## src/rtl/fx_dot_mac.sv

```systemverilog
`default_nettype none
// ============================================================================
// fx_dot_mac : multi-lane fixed-point dot-product MAC with round and saturate.
// Define FX_DOT_RNE_EN for round-half-to-even.                Rev 1.0
// ============================================================================
module fx_dot_mac #(
   parameter int WIDTH    = 8,
   parameter int FRACTION = 4,
   parameter int LANES    = 4,
   parameter int K        = 16
) (
   input  logic                     clk_i,
   input  logic                     rstn,
   input  logic                     clr_i,
   input  logic                     vld_i,
   output logic                     rdy_o,
   input  logic [LANES*WIDTH-1:0]   win,
   input  logic [LANES*WIDTH-1:0]   din,
   output logic [WIDTH-1:0]         acc_o,
   output logic                     sat_o,
   output logic                     vld_o,
   input  logic                     rdy_i
);

   localparam int PW = 2 * WIDTH;
   localparam int SW = PW + $clog2(LANES);
   localparam int AW = SW + $clog2(K) + 1;
   localparam int RW = AW + 1;
   localparam int CW = (K > 1) ? $clog2(K) : 1;

   localparam logic [CW-1:0]          C_KM1  = CW'(K - 1);
   localparam logic [FRACTION-1:0]    C_HALF = {1'b1, {(FRACTION-1){1'b0}}};
   localparam logic signed [RW-1:0]   C_RMAX = {{(RW-WIDTH+1){1'b0}}, {(WIDTH-1){1'b1}}};
   localparam logic signed [RW-1:0]   C_RMIN = {{(RW-WIDTH+1){1'b1}}, {(WIDTH-1){1'b0}}};
   localparam logic [WIDTH-1:0]       C_OMAX = {1'b0, {(WIDTH-1){1'b1}}};
   localparam logic [WIDTH-1:0]       C_OMIN = {1'b1, {(WIDTH-1){1'b0}}};

   // S_INIT keeps rdy_o low until the first edge after reset release
   localparam logic [1:0] S_INIT  = 2'd0;
   localparam logic [1:0] S_ACC   = 2'd1;
   localparam logic [1:0] S_DRAIN = 2'd2;
   localparam logic [1:0] S_OUT   = 2'd3;

   logic [1:0]              state_q, state_d;
   logic [CW-1:0]           cnt_q;
   logic                    w_take, w_last, w_done;

   logic signed [PW-1:0]    w_prod [LANES];
   logic signed [PW-1:0]    prod_q [LANES];
   logic                    p1_vld_q, p1_last_q;
   logic signed [SW-1:0]    w_sum;
   logic signed [SW-1:0]    sum_q;
   logic                    p2_vld_q, p2_last_q;
   logic signed [AW-1:0]    acc_q;
   logic                    p3_last_q;

   logic signed [AW-1:0]    w_trunc;
   logic [FRACTION-1:0]     w_rem;
   logic                    w_inc;
   logic signed [RW-1:0]    w_r;
   logic [WIDTH-1:0]        w_res;
   logic                    w_sat;
   logic [WIDTH-1:0]        res_q;
   logic                    sat_q;

   assign w_take = vld_i & rdy_o;
   assign w_last = w_take & (cnt_q == C_KM1);
   assign w_done = vld_o & rdy_i;

   always_ff @(posedge clk_i or negedge rstn) begin
      if (!rstn) state_q <= S_INIT;
      else       state_q <= state_d;
   end

   always_comb begin
      state_d = state_q;
      if (clr_i) begin
         state_d = S_ACC;
      end else begin
         case (state_q)
            S_INIT:  state_d = S_ACC;
            S_ACC:   if (w_last)    state_d = S_DRAIN;
            S_DRAIN: if (p3_last_q) state_d = S_OUT;
            S_OUT:   if (rdy_i)     state_d = S_ACC;
            default: state_d = S_ACC;
         endcase
      end
   end

   always_comb begin
      rdy_o = (state_q == S_ACC);
      vld_o = (state_q == S_OUT);
   end

   always_ff @(posedge clk_i or negedge rstn) begin
      if (!rstn)                 cnt_q <= '0;
      else if (clr_i || w_done)  cnt_q <= '0;
      else if (w_take)           cnt_q <= w_last ? '0 : cnt_q + CW'(1);
   end

   generate
      for (genvar i = 0; i < LANES; i++) begin : g_lane
         logic signed [WIDTH-1:0] w_wt, w_dt;
         assign w_wt      = win[i*WIDTH +: WIDTH];
         assign w_dt      = din[i*WIDTH +: WIDTH];
         assign w_prod[i] = PW'(w_wt) * PW'(w_dt);
      end
   endgenerate

   // P1: per-lane products; clr_i squashes a beat offered on the same edge
   always_ff @(posedge clk_i or negedge rstn) begin
      if (!rstn) begin
         for (int i = 0; i < LANES; i++) prod_q[i] <= '0;
         p1_vld_q  <= 1'b0;
         p1_last_q <= 1'b0;
      end else begin
         p1_vld_q  <= w_take & ~clr_i;
         p1_last_q <= w_last & ~clr_i;
         if (w_take) begin
            for (int i = 0; i < LANES; i++) prod_q[i] <= w_prod[i];
         end
      end
   end

   always_comb begin
      w_sum = '0;
      for (int i = 0; i < LANES; i++) w_sum = w_sum + SW'(prod_q[i]);
   end

   always_ff @(posedge clk_i or negedge rstn) begin
      if (!rstn) begin
         sum_q     <= '0;
         p2_vld_q  <= 1'b0;
         p2_last_q <= 1'b0;
      end else begin
         p2_vld_q  <= p1_vld_q & ~clr_i;
         p2_last_q <= p1_last_q & ~clr_i;
         if (p1_vld_q) sum_q <= w_sum;
      end
   end

   always_ff @(posedge clk_i or negedge rstn) begin
      if (!rstn) begin
         acc_q     <= '0;
         p3_last_q <= 1'b0;
      end else begin
         p3_last_q <= p2_last_q & ~clr_i;
         if (clr_i || w_done) acc_q <= '0;
         else if (p2_vld_q)   acc_q <= acc_q + AW'(sum_q);
      end
   end

   assign w_trunc = acc_q >>> FRACTION;
   assign w_rem   = acc_q[FRACTION-1:0];
`ifdef FX_DOT_RNE_EN
   assign w_inc = (w_rem > C_HALF) | ((w_rem == C_HALF) & w_trunc[0]);
`else
   assign w_inc = w_rem[FRACTION-1];
`endif
   assign w_r = RW'(w_trunc) + {{(RW-1){1'b0}}, w_inc};

   always_comb begin
      w_res = w_r[WIDTH-1:0];
      w_sat = 1'b0;
      if (w_r > C_RMAX) begin
         w_res = C_OMAX;
         w_sat = 1'b1;
      end else if (w_r < C_RMIN) begin
         w_res = C_OMIN;
         w_sat = 1'b1;
      end
   end

   always_ff @(posedge clk_i or negedge rstn) begin
      if (!rstn) begin
         res_q <= '0;
         sat_q <= 1'b0;
      end else if (clr_i) begin
         res_q <= '0;
         sat_q <= 1'b0;
      end else if (p3_last_q) begin
         res_q <= w_res;
         sat_q <= w_sat;
      end
   end

   assign acc_o = res_q;
   assign sat_o = sat_q;

endmodule
`default_nettype wire

```

## config.mk

```make
export PLATFORM = sky130hd
export DESIGN_NAME = fx_dot_mac
export DESIGN_NICKNAME = d
export VERILOG_FILES = /design/src/rtl/fx_dot_mac.sv
export SDC_FILE = /design/constraint.sdc
export NUM_CORES = 1
export LEC_CHECK = 0
export BUFFER_PORTS_ARGS = -buffer_cell sky130_fd_sc_hd__buf_2
export CELL_PAD_IN_SITES_DETAIL_PLACEMENT = 1
export CELL_PAD_IN_SITES_GLOBAL_PLACEMENT = 1
export CORE_MARGIN = 3
export CORE_UTILIZATION = 50
export CTS_CLUSTER_SIZE = 14
export DETAILED_ROUTE_END_ITERATION = 6
export PLACE_DENSITY = 0.89
export SKIP_CTS_REPAIR_TIMING = 1
export SLEW_MARGIN = 20
export SYNTH_ARGS = -nofsm -noshare
export SYNTH_HDL_FRONTEND = slang
export SYNTH_SLANG_ARGS = --single-unit
```

## constraint.sdc

```tcl
create_clock -name clk_i -period 3.67 [get_ports clk_i]
set_clock_uncertainty 0.05 [all_clocks]
set_input_delay 0 -clock clk_i [delete_from_list [all_inputs] [get_ports clk_i]]
set_output_delay 0 -clock clk_i [all_outputs]
set_load 0.01 [all_outputs]
```

# ---- After elaboration in Yosys (flattened, before gate mapping)
# Index checks and enable logic that the tools add are counted.
# W data, S select, Z words.
dict set report op_classes {
  add_sub_neg 6
  reduce_logical 6
  mul 4
  eq_ne 7
  bitwise 9
  n_mux 18
  order_cmp 2
}
# op count
set op_table {}
lappend op_table {{$mul A8 B8 Y16} 4}
lappend op_table {{$mux W23} 2}
lappend op_table {{$mux W8} 4}
lappend op_table {{$add A23 B18 Y23} 1}
lappend op_table {{$add A19 B2 Y20} 1}
lappend op_table {{$gt A20 B8 Y1 const B} 1}
lappend op_table {{$lt A20 B8 Y1 const B} 1}
lappend op_table {{$add A17 B16 Y18} 1}
lappend op_table {{$add A18 B16 Y18} 1}
lappend op_table {{$add A16 B16 Y17} 1}
lappend op_table {{$mux W4} 3}
lappend op_table {{$and A1 B1 Y1} 8}
lappend op_table {{$mux W2} 4}
lappend op_table {{$pmux W2 S4} 1}
lappend op_table {{$ne A3 B2 Y1 const B} 2}
lappend op_table {{$reduce_bool A2 Y1} 3}
lappend op_table {{$add A4 B1 Y4 const B} 1}
lappend op_table {{$eq A2 B2 Y1 const B} 2}
lappend op_table {{$eq A4 B4 Y1 const B} 1}
lappend op_table {{$mux W1} 4}
lappend op_table {{$ne A3 B3 Y1 const B} 1}
lappend op_table {{$reduce_and A3 Y1} 1}
lappend op_table {{$eq A2 B1 Y1 const B} 1}
lappend op_table {{$logic_not A2 Y1} 1}
lappend op_table {{2 further kinds} 2}
dict set report totals {
  elab_cells 67
  reg_bits 125
  output_inout_bits 11
}

# ---- Longest topological paths before layout
# Gate-level depths: netlist of the first run.
dict set report logic_depth {
  word_depth 6
  depth_mapped 18
  ltp_nobuf 18
}

# ---- Worst setup path before layout of the first run
# No wires, ideal clock.
dict set report synth_path {
  kind {input to register}
  start {input port win[31]}
  end {register prod_q[15] (netlist name)}
  path_stages 16
  setup_time_ns 0.134
  n_path_buf 0
  arrival_ns 3.824
  slack_ns -0.338
  cell_sequence {and2_1 -> fa_1 -> inv_1 -> fa_1 -> inv_1 -> fa_1 -> inv_1 -> fa_1 -> inv_1 -> ha_1 -> and3_1 -> a21oi_1 -> o21ai_1 -> o41ai_1 -> xnor2_1 -> o21ai_0}
}
dict set report synth_between {
  elab_chain_len 1
}
# element line
set synth_lines {}
lappend synth_lines {{from (decl)} 17} ;# input logic [LANES*WIDTH-1:0] win,
lappend synth_lines {{$mul A8 B8 Y16} 106} ;# assign w_prod[i] = PW'(w_wt) * PW'(w_dt);
lappend synth_lines {{to (decl)} 49} ;# logic signed [PW-1:0] prod_q [LANES];
# No other way between the ends.
# A chain may end at the register's enable or synchronous reset.

# ---- Worst setup path after layout of the first run
dict set report layout_path {
  start {register prod_q[18] (netlist name)}
  end {register sum_q[16]}
}
dict set report layout_between {
  elab_chain_len 2
}
# element line
set layout_lines {}
lappend layout_lines {{$add A17 B16 Y18} 127} ;# for (int i = 0; i < LANES; i++) w_sum = w_sum + SW'(prod_q[i]);
lappend layout_lines {{$add A18 B16 Y18} 127}
lappend layout_lines {{to (signal assigned)} 138} ;# if (p1_vld_q) sum_q <= w_sum;
lappend layout_lines {{to (decl)} 52} ;# logic signed [SW-1:0] sum_q;
# No other way between the ends.

==> metrics.md, run 1 <==
| Metric | Value |
|---|---|
| Status | finished with violations |
| Failing checks | DRC, setup timing |
| Crit-path slowest cell | fa_1 |
| Vias per cell | about 6.5 |
| Top-area cell type share of the netlist area | 0.2898 |
| Sequential area share after synthesis | 0.1783 |
| DP HPWL | around 46,000 um |
| Routability cong. | about 0.87 |
| Critical path launch point type | register |
| Req. time, crit path | ~4 ns |
| Critical Path Fanout Max | 3 |
| Post-route ant nets | 0 |
| Xor and xnor area share after synthesis | 0.04493 |
| Ranking of synthesized cells by area | fa_1 29%, dfrtp_1 18%, ha_1 12%, inv_1 7.3%, and2_1 6.0% |
| Slew @ Worst Pin | between 1 and 1.5 ns |
| Sink Count | between 100 and 150 |
| # rows | 67 |
| Critical Path End Type | register |
| CP top delay family | adder cells |
| Setup Viol. Count Final | 33 |
| Max Fclk | roughly 230 MHz |
| Clk Latency, worst-skew pair | about 0.47 ns |
| P&R area growth vs syn | 25.99% |
| GRT Util Overall | 0.3518 |
| Hold Crit Class | input pin to register |
| Initial antenna violation count | 1 |
| Die Width | approximately 190 um |
| Netlist cell types | 73 |
| CTS tree | done |
| Initial core utilization | 0.5155 |
| Post-Layout Cell Count | about 2.6k |
| Synth Area in Simple Gates | 0.1749 |
| Combinational family with the most area after synthesis | adder cells |
| IO Pins | 80 |
| Synth warn | 0 |
| Die Y | slightly below 200 um |
| WP depth | 14 |
| Setup ws final | -0.6155 ns |
| Synth Cell Area | about 18,000 sq um |
| Min Clock Period, post-route | about 4.3 ns |
| Crit-path most repeated cell | buf_4 |
| Ys flop type | dfrtp_1 |
| Final Slew Violations | 0 |
| Crit path capture | sum_q[16] |
| Fin. Hold Viols | 0 |
| WL/cell | between 30 and 40 um |
| Syn Inst Count | 1,882 |
| First-pass GRT wire length | approximately 100,000 um |
| RSZ-0062 raised after global routing | true |
| Port Buffer Count | 79 |
| Slew margin rel. | 0.2879 |
| R2R cell count | 14 |
| Synth Area per Inst | ~9.3 sq um |
| Worst-path clk slew | roughly 0.070 ns |
| Post-synth EDFFs | 0 |
| Root Driver | clkbuf_16 |
| Count of nets after finishing | 2,668 |
| Clock Path Buffers | 2 |
| Grt total ovfl | 0 |
| Share of layout cells above drive strength 1 | 0.2641 |
| Post-synthesis mux area share | 0.01776 |
| DR iter-0 viols | between 1.5k and 2k |
| FF-to-FF End | sum_q[16] |
| Largest net degree at the start of global routing | 93 |
| Die area | about 37,000 sq um |
| Post-synth ARST share | 1.000 |
| Vias after detailed routing | 17.31k |
| H-tree depth | 4 |
| Drt drc | 3 |
| Syn nets | 2,367 |
| Post-Synth Adder-Cell Area | 0.4053 |
| Worst reg-to-reg setup slack | -0.62 ns |
| CP bufs+invs | 3 |
| Crit path cell chain | fa_1, fa_2, ha_4, a211oi_2, buf_4, o21a_4, o31ai_4, o41ai_4, buf_4, buf_6, o21ai_4, a21oi_2, xnor2_2, mux2_4 |
| Pre-Repair DR Iteration Count | 7 |
| RR Startpoint | prod_q[18] |
| Kind of critical path | register to register |
| Number of global-route vias before repair | approximately 18k |
| Worst setup startpoint | prod_q[18] |
| Max Cap Viol | 0 |
| Hold slack | a little over 0.08 ns |
| Number of buffers created by CTS | 17 |
| Worst Path Arrival | roughly 4.6 ns |
| Area leader, netlist | fa_1 |
| WL final | between 80,000 and 90,000 um |
| Core area | roughly 34,000 sq um |
| Fin crit share | 1.168 |
| CP peak stage delay | 0.65 ns |
| # placed instances | approximately 2.6k |
| Synth Area in Compound Gates | 0.09820 |
| #FFs+latches synth | 125 |
-- worst min path at each step --
stage          startpoint        end  depth (start not counted)
2_1_floorplan        rstn   acc_o[0]                          0
3_3_place_gp         rstn   acc_q[2]                          1
3_5_place_dp         rstn   acc_q[3]                          1
4_1_cts              rstn  acc_q[11]                          1
5_1_grt           din[24]  prod_q[0]                          4
6_report          din[24]  prod_q[0]                          4
-- cell usage in the layout (no fill, tap or decap), types with 17 or more instances in the layout --
cell,n
a21o_1,21
a21oi_1,40
and2_1,146
and2_4,23
buf_2,44
buf_4,224
buf_6,20
clkbuf_16,17
dfrtp_1,119
fa_1,239
ha_1,127
ha_4,31
inv_1,294
inv_2,46
nand2_1,188
nand3_1,26
nor2_1,65
nor2b_1,25
nor3_1,22
o21a_1,21
o21ai_0,39
xnor2_1,59
xor2_1,26
-- flip-flops by register name, summed over array words and instances (netlist names) --
register   count
state_q        2
sat_o          1
prod_q        64
sum_q         18
p1_vld_q       1
p2_vld_q       1
p3_last_q      1
cnt_q          4
p2_last_q      1
acc_o          8
p1_last_q      1
acc_q         23
-- per-layer routing --
| metal | wire [um] | GRT usage | up-vias |
|---|---|---|---|
| met2 | 39390 | 0.6287 | 1440 |
| li1 | - | - | 6627 |
| met1 | 27470 | 0.3821 | 8538 |
| met3 | 7662 | 0.06906 | 708 |
| met4 | 9328 | 0.2231 | 0 |
| met5 | 0 | 0 | - |
-- stage by stage --
stage / setup TNS [ns] / setup WS [ns] / utilization / cell area [sq um]
final: -9.299 / -0.6155 / 0.6495 / 22110
after global routing: -11.11 / -0.6167 / 0.6494 / 22100
after CTS: -7.454 / -0.5653 / 0.6074 / 20670
after detailed placement: -14.38 / -0.8480 / 0.5880 / 20010
after global placement: -6.400 / -0.4148 / 0.5880 / 20010
after floorplan: -0.6384 / -0.1141 / - / 17730
-- final cells by class --
| cell class | count | area [sq um] |
|---|---|---|
| fill | 3741 | 11930 |
| multi-input combinational | 1387 | 14070 |
| tap | 448 | 560.5 |
| antenna | 1 | 2.502 |
| clock buffer | 22 | 474.2 |
| inverter | 342 | 1286 |
| clock inverter | 10 | 185.2 |
| sequential | 125 | 3136 |
| timing repair buffer | 310 | 2387 |
-- synth_stat cells (all sizes together) (3+ instances only) --
master	number
xnor2	64
a21o	21
o211ai	11
fa	254
o41ai	4
buf	5
o21ai	70
a211oi	14
nand3	29
nor4b	4
nand2	194
nand3b	8
o31ai	17
and3	11
o21bai	6
o21a	22
and2	169
ha	162
nor2b	34
nor4	3
inv	341
nor3	24
a21boi	5
nand2b	14
nor2	69
mux2i	12
nand4	7
a2111oi	4
a31oi	14
xor2	26
nor3b	9
dfrtp	125
mux2	17
a211o	3
a21oi	53
clkbuf	23
or3	7
-- tightest hold or removal path: cells and delay by family --
kind | cells | cell delay, ns
buffers and inverters | 2 | 0.29
AND/OR/NAND/NOR | 2 | 0.25
-- logic make-up (layout without fill, tap and decap cells) --
| kind of cell | count (synthesis) | after routing |
|---|---|---|
| mux | 29 | 29 |
| buf+inv | 370 | 684 |
| flops | 125 | 125 |
| other cells | 0 | 1 |
| simple gates | 589 | 589 |
| fa+ha+maj | 416 | 416 |
| compound gates | 263 | 263 |
| xor+xnor | 90 | 90 |
Power of run 1 is left out: the tool's default activity adds up to more than one toggle a clock period on the data nets, which glitch-free logic cannot reach.
==> run 2: changes to the inputs <==
--- a/config.mk
+++ b/config.mk
@@ -9,10 +9,10 @@
 export CELL_PAD_IN_SITES_DETAIL_PLACEMENT = 1
 export CELL_PAD_IN_SITES_GLOBAL_PLACEMENT = 1
 export CORE_MARGIN = 3
-export CORE_UTILIZATION = 50
+export CORE_UTILIZATION = 40
 export CTS_CLUSTER_SIZE = 14
 export DETAILED_ROUTE_END_ITERATION = 6
-export PLACE_DENSITY = 0.89
+export PLACE_DENSITY = 0.75
 export SKIP_CTS_REPAIR_TIMING = 1
 export SLEW_MARGIN = 20
 export SYNTH_ARGS = -nofsm -noshare
==> metrics.md, run 2 (synthesized netlist as in run 1, its figures left out) <==
| Metric | Value |
|---|---|
| Pre-CTS setup slack | -0.6518 ns |
| CP peak stage delay | roughly 0.53 ns |
| Port Buffer Count | 79 |
| Min Clock Period, post-route | between 3 and 4 ns |
| Setup Viol. Count Final | 6 |
| Hold Crit Class | input pin to register |
| Worst setup startpoint | win[5] |
| Die Y | between 200 and 250 um |
| Max Fclk | 261.1 MHz |
| Root Driver | clkbuf_16 |
| IO Pins | 80 |
| Count of nets after finishing | 2,640 |
| Total Power | roughly 21,000 uW |
| Slew @ Worst Pin | between 0.9 and 1 ns |
| Largest net degree at the start of global routing | 79 |
| # placed instances | 2,700 |
| Clock Path Buffers | 2 |
| Slew margin rel. | 0.3979 |
| Max Cap Viol | 0 |
| Hold path start | win[8] |
| GRT Util Overall | 0.2013 |
| Biggest regs | prod_q (64), acc_q (23), sum_q (18) |
| P_leak | ~0.011 uW |
| Kind of critical path | input pin to register |
| Clk Latency, worst-skew pair | ~0.43 ns |
| Worst reg-to-reg setup slack | -0.02 ns |
| DP HPWL | roughly 38,000 um |
| Worst Path Arrival | around 4.1 ns |
| Most common cell after layout, fill and taps aside | inv_1 |
| Status | finished with violations |
| Number of buffers created by CTS | 17 |
| Worst-path clk slew | 0.06 ns |
| Post-Layout Cell Count | approximately 2.8k |
| CTS tree | done |
| Req. time, crit path | roughly 4 ns |
| First-pass GRT wire length | slightly below 80,000 um |
| PD cells | 954.6 nW/um^2 |
| Number of global-route vias before repair | between 15k and 20k |
| Peak VDD IR | 659.2 uV |
| Sink Count | 125 |
| Crit-path slowest cell | fa_1 |
| Core area | 43,170 sq um |
| P&R area growth vs syn | 24.81% |
| RR Startpoint | prod_q[17] |
| Final Slew Violations | 0 |
| Pre-Repair DR Iteration Count | 4 |
| Grt total ovfl | 0 |
| Fin. Hold Viols | 2 |
| # rows | 76 |
| Routability cong. | 0.8690 |
| Initial core utilization | 0.4064 |
| Share of layout cells above drive strength 1 | 0.2469 |
| Critical path launch point type | input pin |
| Highest-count cells in the layout ignoring fill and taps | 310 x inv_1, 239 x fa_1, 204 x buf_4 |
| Die area | between 40,000 and 50,000 sq um |
| Max reg flops | between 60 and 70 |
| RSZ-0062 raised after global routing | true |
| Drt drc | 0 |
| Vias per cell | between 5 and 6 |
| Post-route ant nets | 0 |
| Crit path cell chain | clkbuf_4, and2_4, fa_1, inv_1, fa_1, inv_1, fa_1, inv_1, fa_1, inv_2, ha_4, o21ai_4, a21oi_2, o21a_1, o21a_1, o211ai_1, a2111oi_1, nand3b_1 |
| Hold slack | -0.01708 ns |
| Setup ws final | -0.1602 ns |
| WL final | 49,090 um |
| Critical Path Fanout Max | 6 |
| Setup TNS Final | -0.4376 ns |
| Ant. Diodes | 0 |
| Crit-path most repeated cell | fa_1 |
| Fin crit share | 1.044 |
| Initial antenna violation count | 0 |
| Top reg by flops | prod_q |
| Die Width | approximately 220 um |
| DR iter-0 viols | 503 |
| WL/cell | roughly 18 um |
| Critical Path End Type | register |
| Vias after detailed routing | 14.10k |
| Failing checks | hold timing, setup timing |
| Final design utilization | 0.5072 |
| H-tree depth | 4 |
-- run 2: changes by cell type in the layout (fill, tap and decap cells not counted), sizes merged --
cell,before,now
diode,1,0
dlygate4sd3,5,6
clkbuf,32,31
buf,295,265
clkinv,5,6
bufinv,5,4
clkinvlp,1,2
-- run 2: layer usage --
layer | share of wire | routed length [um] | global-route usage
met1 | 0.42 | 20540 | 0.2513
met2 | 0.53 | 26210 | 0.3691
met3 | 0.019 | 949 | 0.02126
met4 | 0.028 | 1391 | 0.05838
met5 | 0 | 0 | 0
-- run 2: report_power, final --
group	internal, uW	switching [uW]
Clock	1150	651
Combinational	7920	8650
Sequential	1920	621
Total	11000	9920
-- run 2: cell type report --
class	count	area (sq um)
clock buffers	20	446.7
clock inverters	11	167.7
fillers	4941	21270
inverters	342	1286
multi-input cells	1387	13970
flip-flops and latches	125	3132
well taps	585	732.0
repair buffers	282	2163
-- run 2: worst max-delay path, delay by kind of cell --
kind / cells / cell delay (ns)
AO/OA/AOI/OAI: 6 / 1.14
adder cells (fa/ha/maj): 5 / 2.30
buffers and inverters: 5 / 0.39
AND/OR/NAND/NOR: 2 / 0.30
-- run 2: through the flow --
step	cell area (sq um)	hold slack [ns]
after CTS	20730	-0.4563
after detailed placement	20110	-0.009038
after floorplan	17730	-0.3456
after global placement	20110	-0.01062
after global routing	21900	0.01140
final	21900	-0.01708
-- run 2: final timing paths --
path	endpoint	cells after the start
max	prod_q[62]	18
min	prod_q[32]	4
max reg2reg	sum_q[16]	12
min reg2reg	p2_last_q	1
max in group asynchronous	prod_q[18]	3
min in group asynchronous	acc_q[2]	2
(Power assumes the default switching activity.)
==> run 3: changes to the inputs <==
--- a/config.mk
+++ b/config.mk
@@ -8,11 +8,11 @@
 export BUFFER_PORTS_ARGS = -buffer_cell sky130_fd_sc_hd__buf_2
 export CELL_PAD_IN_SITES_DETAIL_PLACEMENT = 1
 export CELL_PAD_IN_SITES_GLOBAL_PLACEMENT = 1
-export CORE_MARGIN = 3
-export CORE_UTILIZATION = 40
-export CTS_CLUSTER_SIZE = 14
+export CORE_MARGIN = 4
+export CORE_UTILIZATION = 50
+export CTS_CLUSTER_SIZE = 8
 export DETAILED_ROUTE_END_ITERATION = 6
-export PLACE_DENSITY = 0.75
+export PLACE_DENSITY = 0.89
 export SKIP_CTS_REPAIR_TIMING = 1
 export SLEW_MARGIN = 20
 export SYNTH_ARGS = -nofsm -noshare
==> metrics.md, run 3 (synthesized netlist as in run 1, its figures left out) <==
| Metric | Value |
|---|---|
| Post-Layout Cell Count | between 2k and 3k |
| Kind of critical path | input pin to register |
| Highest-count cells in the layout ignoring fill and taps | 299 x inv_1, 242 x fa_1, 222 x buf_4 |
| Max reg flops | 64 |
| Count of nets after finishing | ~2.7k |
| Crit path cell chain | clkbuf_4, nand2_1, fa_1, inv_1, fa_1, inv_1, fa_1, fa_1, inv_1, ha_1, nor2b_4, o21ai_4, a21boi_2, o21a_1, buf_4, nor3_1, o31ai_2 |
| Final design utilization | 0.6332 |
| Die Y | between 150 and 200 um |
| Worst-path clk slew | approximately 0.060 ns |
| WL/cell | approximately 33 um |
| GRT Util Overall | 0.3534 |
| CP peak stage delay | approximately 1.1 ns |
| DR iter-0 viols | between 2k and 2.5k |
| Setup TNS Final | -18.54 ns |
| Max Fclk | 205.7 MHz |
| Pre-CTS setup slack | -0.7782 ns |
| Slew margin rel. | 0.01966 |
| Req. time, crit path | ~3.8 ns |
| Post-route ant nets | 0 |
| Sink Count | between 100 and 150 |
| Failing checks | capacitance limit, setup timing |
| Clk Latency, worst-skew pair | ~0.46 ns |
| Core area | ~35,000 sq um |
| Slew @ Worst Pin | roughly 1.5 ns |
| Min Clock Period, post-route | between 4 and 5 ns |
| Setup Viol. Count Final | 42 |
| DP HPWL | 45,720 um |
| CTS tree | done |
| Root Driver | clkbuf_16 |
| Top reg by flops | prod_q |
| Vias after detailed routing | between 15k and 20k |
| Setup ws final | -1.192 ns |
| RSZ-0062 raised after global routing | true |
| Initial core utilization | 0.5079 |
| Final Slew Violations | 0 |
| # rows | ~70 |
| Number of global-route vias before repair | 18.54k |
| First-pass GRT wire length | 106,300 um |
| Hold Path Depth | 4 |
| Number of buffers created by CTS | 17 |
| Crit-path most repeated cell | fa_1 |
| Fillers | ~3.8k |
| Grt total ovfl | 0 |
| WL final | a little under 90,000 um |
| P&R area growth vs syn | 24.65% |
| Vias per cell | 6.687 |
| Most common cell after layout, fill and taps aside | inv_1 |
| Drt drc | 0 |
| Worst Path Arrival | approximately 5 ns |
| Biggest regs | prod_q (64), acc_q (23), sum_q (18) |
| Pre-Repair DR Iteration Count | 5 |
| # placed instances | 2,568 |
| Fin. Hold Viols | 0 |
| IO Pins | 80 |
| Seq. cell area | 3131 sq um |
| Status | finished with violations |
| Multi-input gate area | ~14,000 sq um |
| Clock Path Buffers | 2 |
| Die area | between 30,000 and 40,000 sq um |
| Critical Path Fanout Max | 8 |
| Share of layout cells above drive strength 1 | 0.2489 |
| Die Width | ~200 um |
| Routability cong. | slightly below 0.9 |
| H-tree depth | 4 |
| Largest net degree at the start of global routing | about 100 |
| Port Buffer Count | 79 |
| R2R cell count | 12 |
| Max Cap Viol | 1 |
| Initial antenna violation count | 3 |
| Critical path launch point type | input pin |
| Hold Crit Class | input pin to register |
| Critical Path End Type | register |
| Crit-path slowest cell | nor3_1 |
| Fin crit share | 1.325 |
==> run 3: layer usage <==
metal  part of all wire  track usage  routed length [um]
met1               0.32       0.3913               28280
met2               0.45       0.6254               39520
met3               0.10      0.05952                9050
met4               0.12       0.2317               10630
met5            0.00050            0                  44
==> run 3: per-stage QoR <==
stage | hold WS [ns] | instance area (sq um)
final | 0.03391 | 21870
after global routing | 0.03567 | 21860
after CTS | -0.4820 | 20590
after detailed placement | -0.02451 | 19940
after global placement | -0.03110 | 19940
after floorplan | -0.3456 | 17730
==> run 3: critical path: cells and delay by family <==
family,cells,cell delay [ns]
buffers and inverters,5,0.62
AO/OA/AOI/OAI,4,0.82
adder cells (fa/ha/maj),5,2.17
AND/OR/NAND/NOR,3,1.37
==> run 3: layout make-up <==
class                      count  share of cell area
inverter                     342             0.05961
clock buffer                  21             0.02151
timing repair buffer         296              0.1024
sequential                   125              0.1431
tap                          455             0.02603
antenna                        3           0.0003432
multi-input combinational   1387              0.6384
clock inverter                11            0.008581
==> run 3: worst paths after layout <==
path	endpoint	slack [ns]	from
worst min-delay path	prod_q[16]	0.03	din[16]
max in group asynchronous	prod_q[1]	2.43	rstn
min in group asynchronous	sum_q[0]	0.04	rstn
worst max-delay path	prod_q[42]	-1.19	win[10]
worst min register to register	acc_o[0]	0.43	acc_o[0]
worst max register to register	sum_q[16]	-0.82	prod_q[41]
Power of run 3 is left out for the same reason.
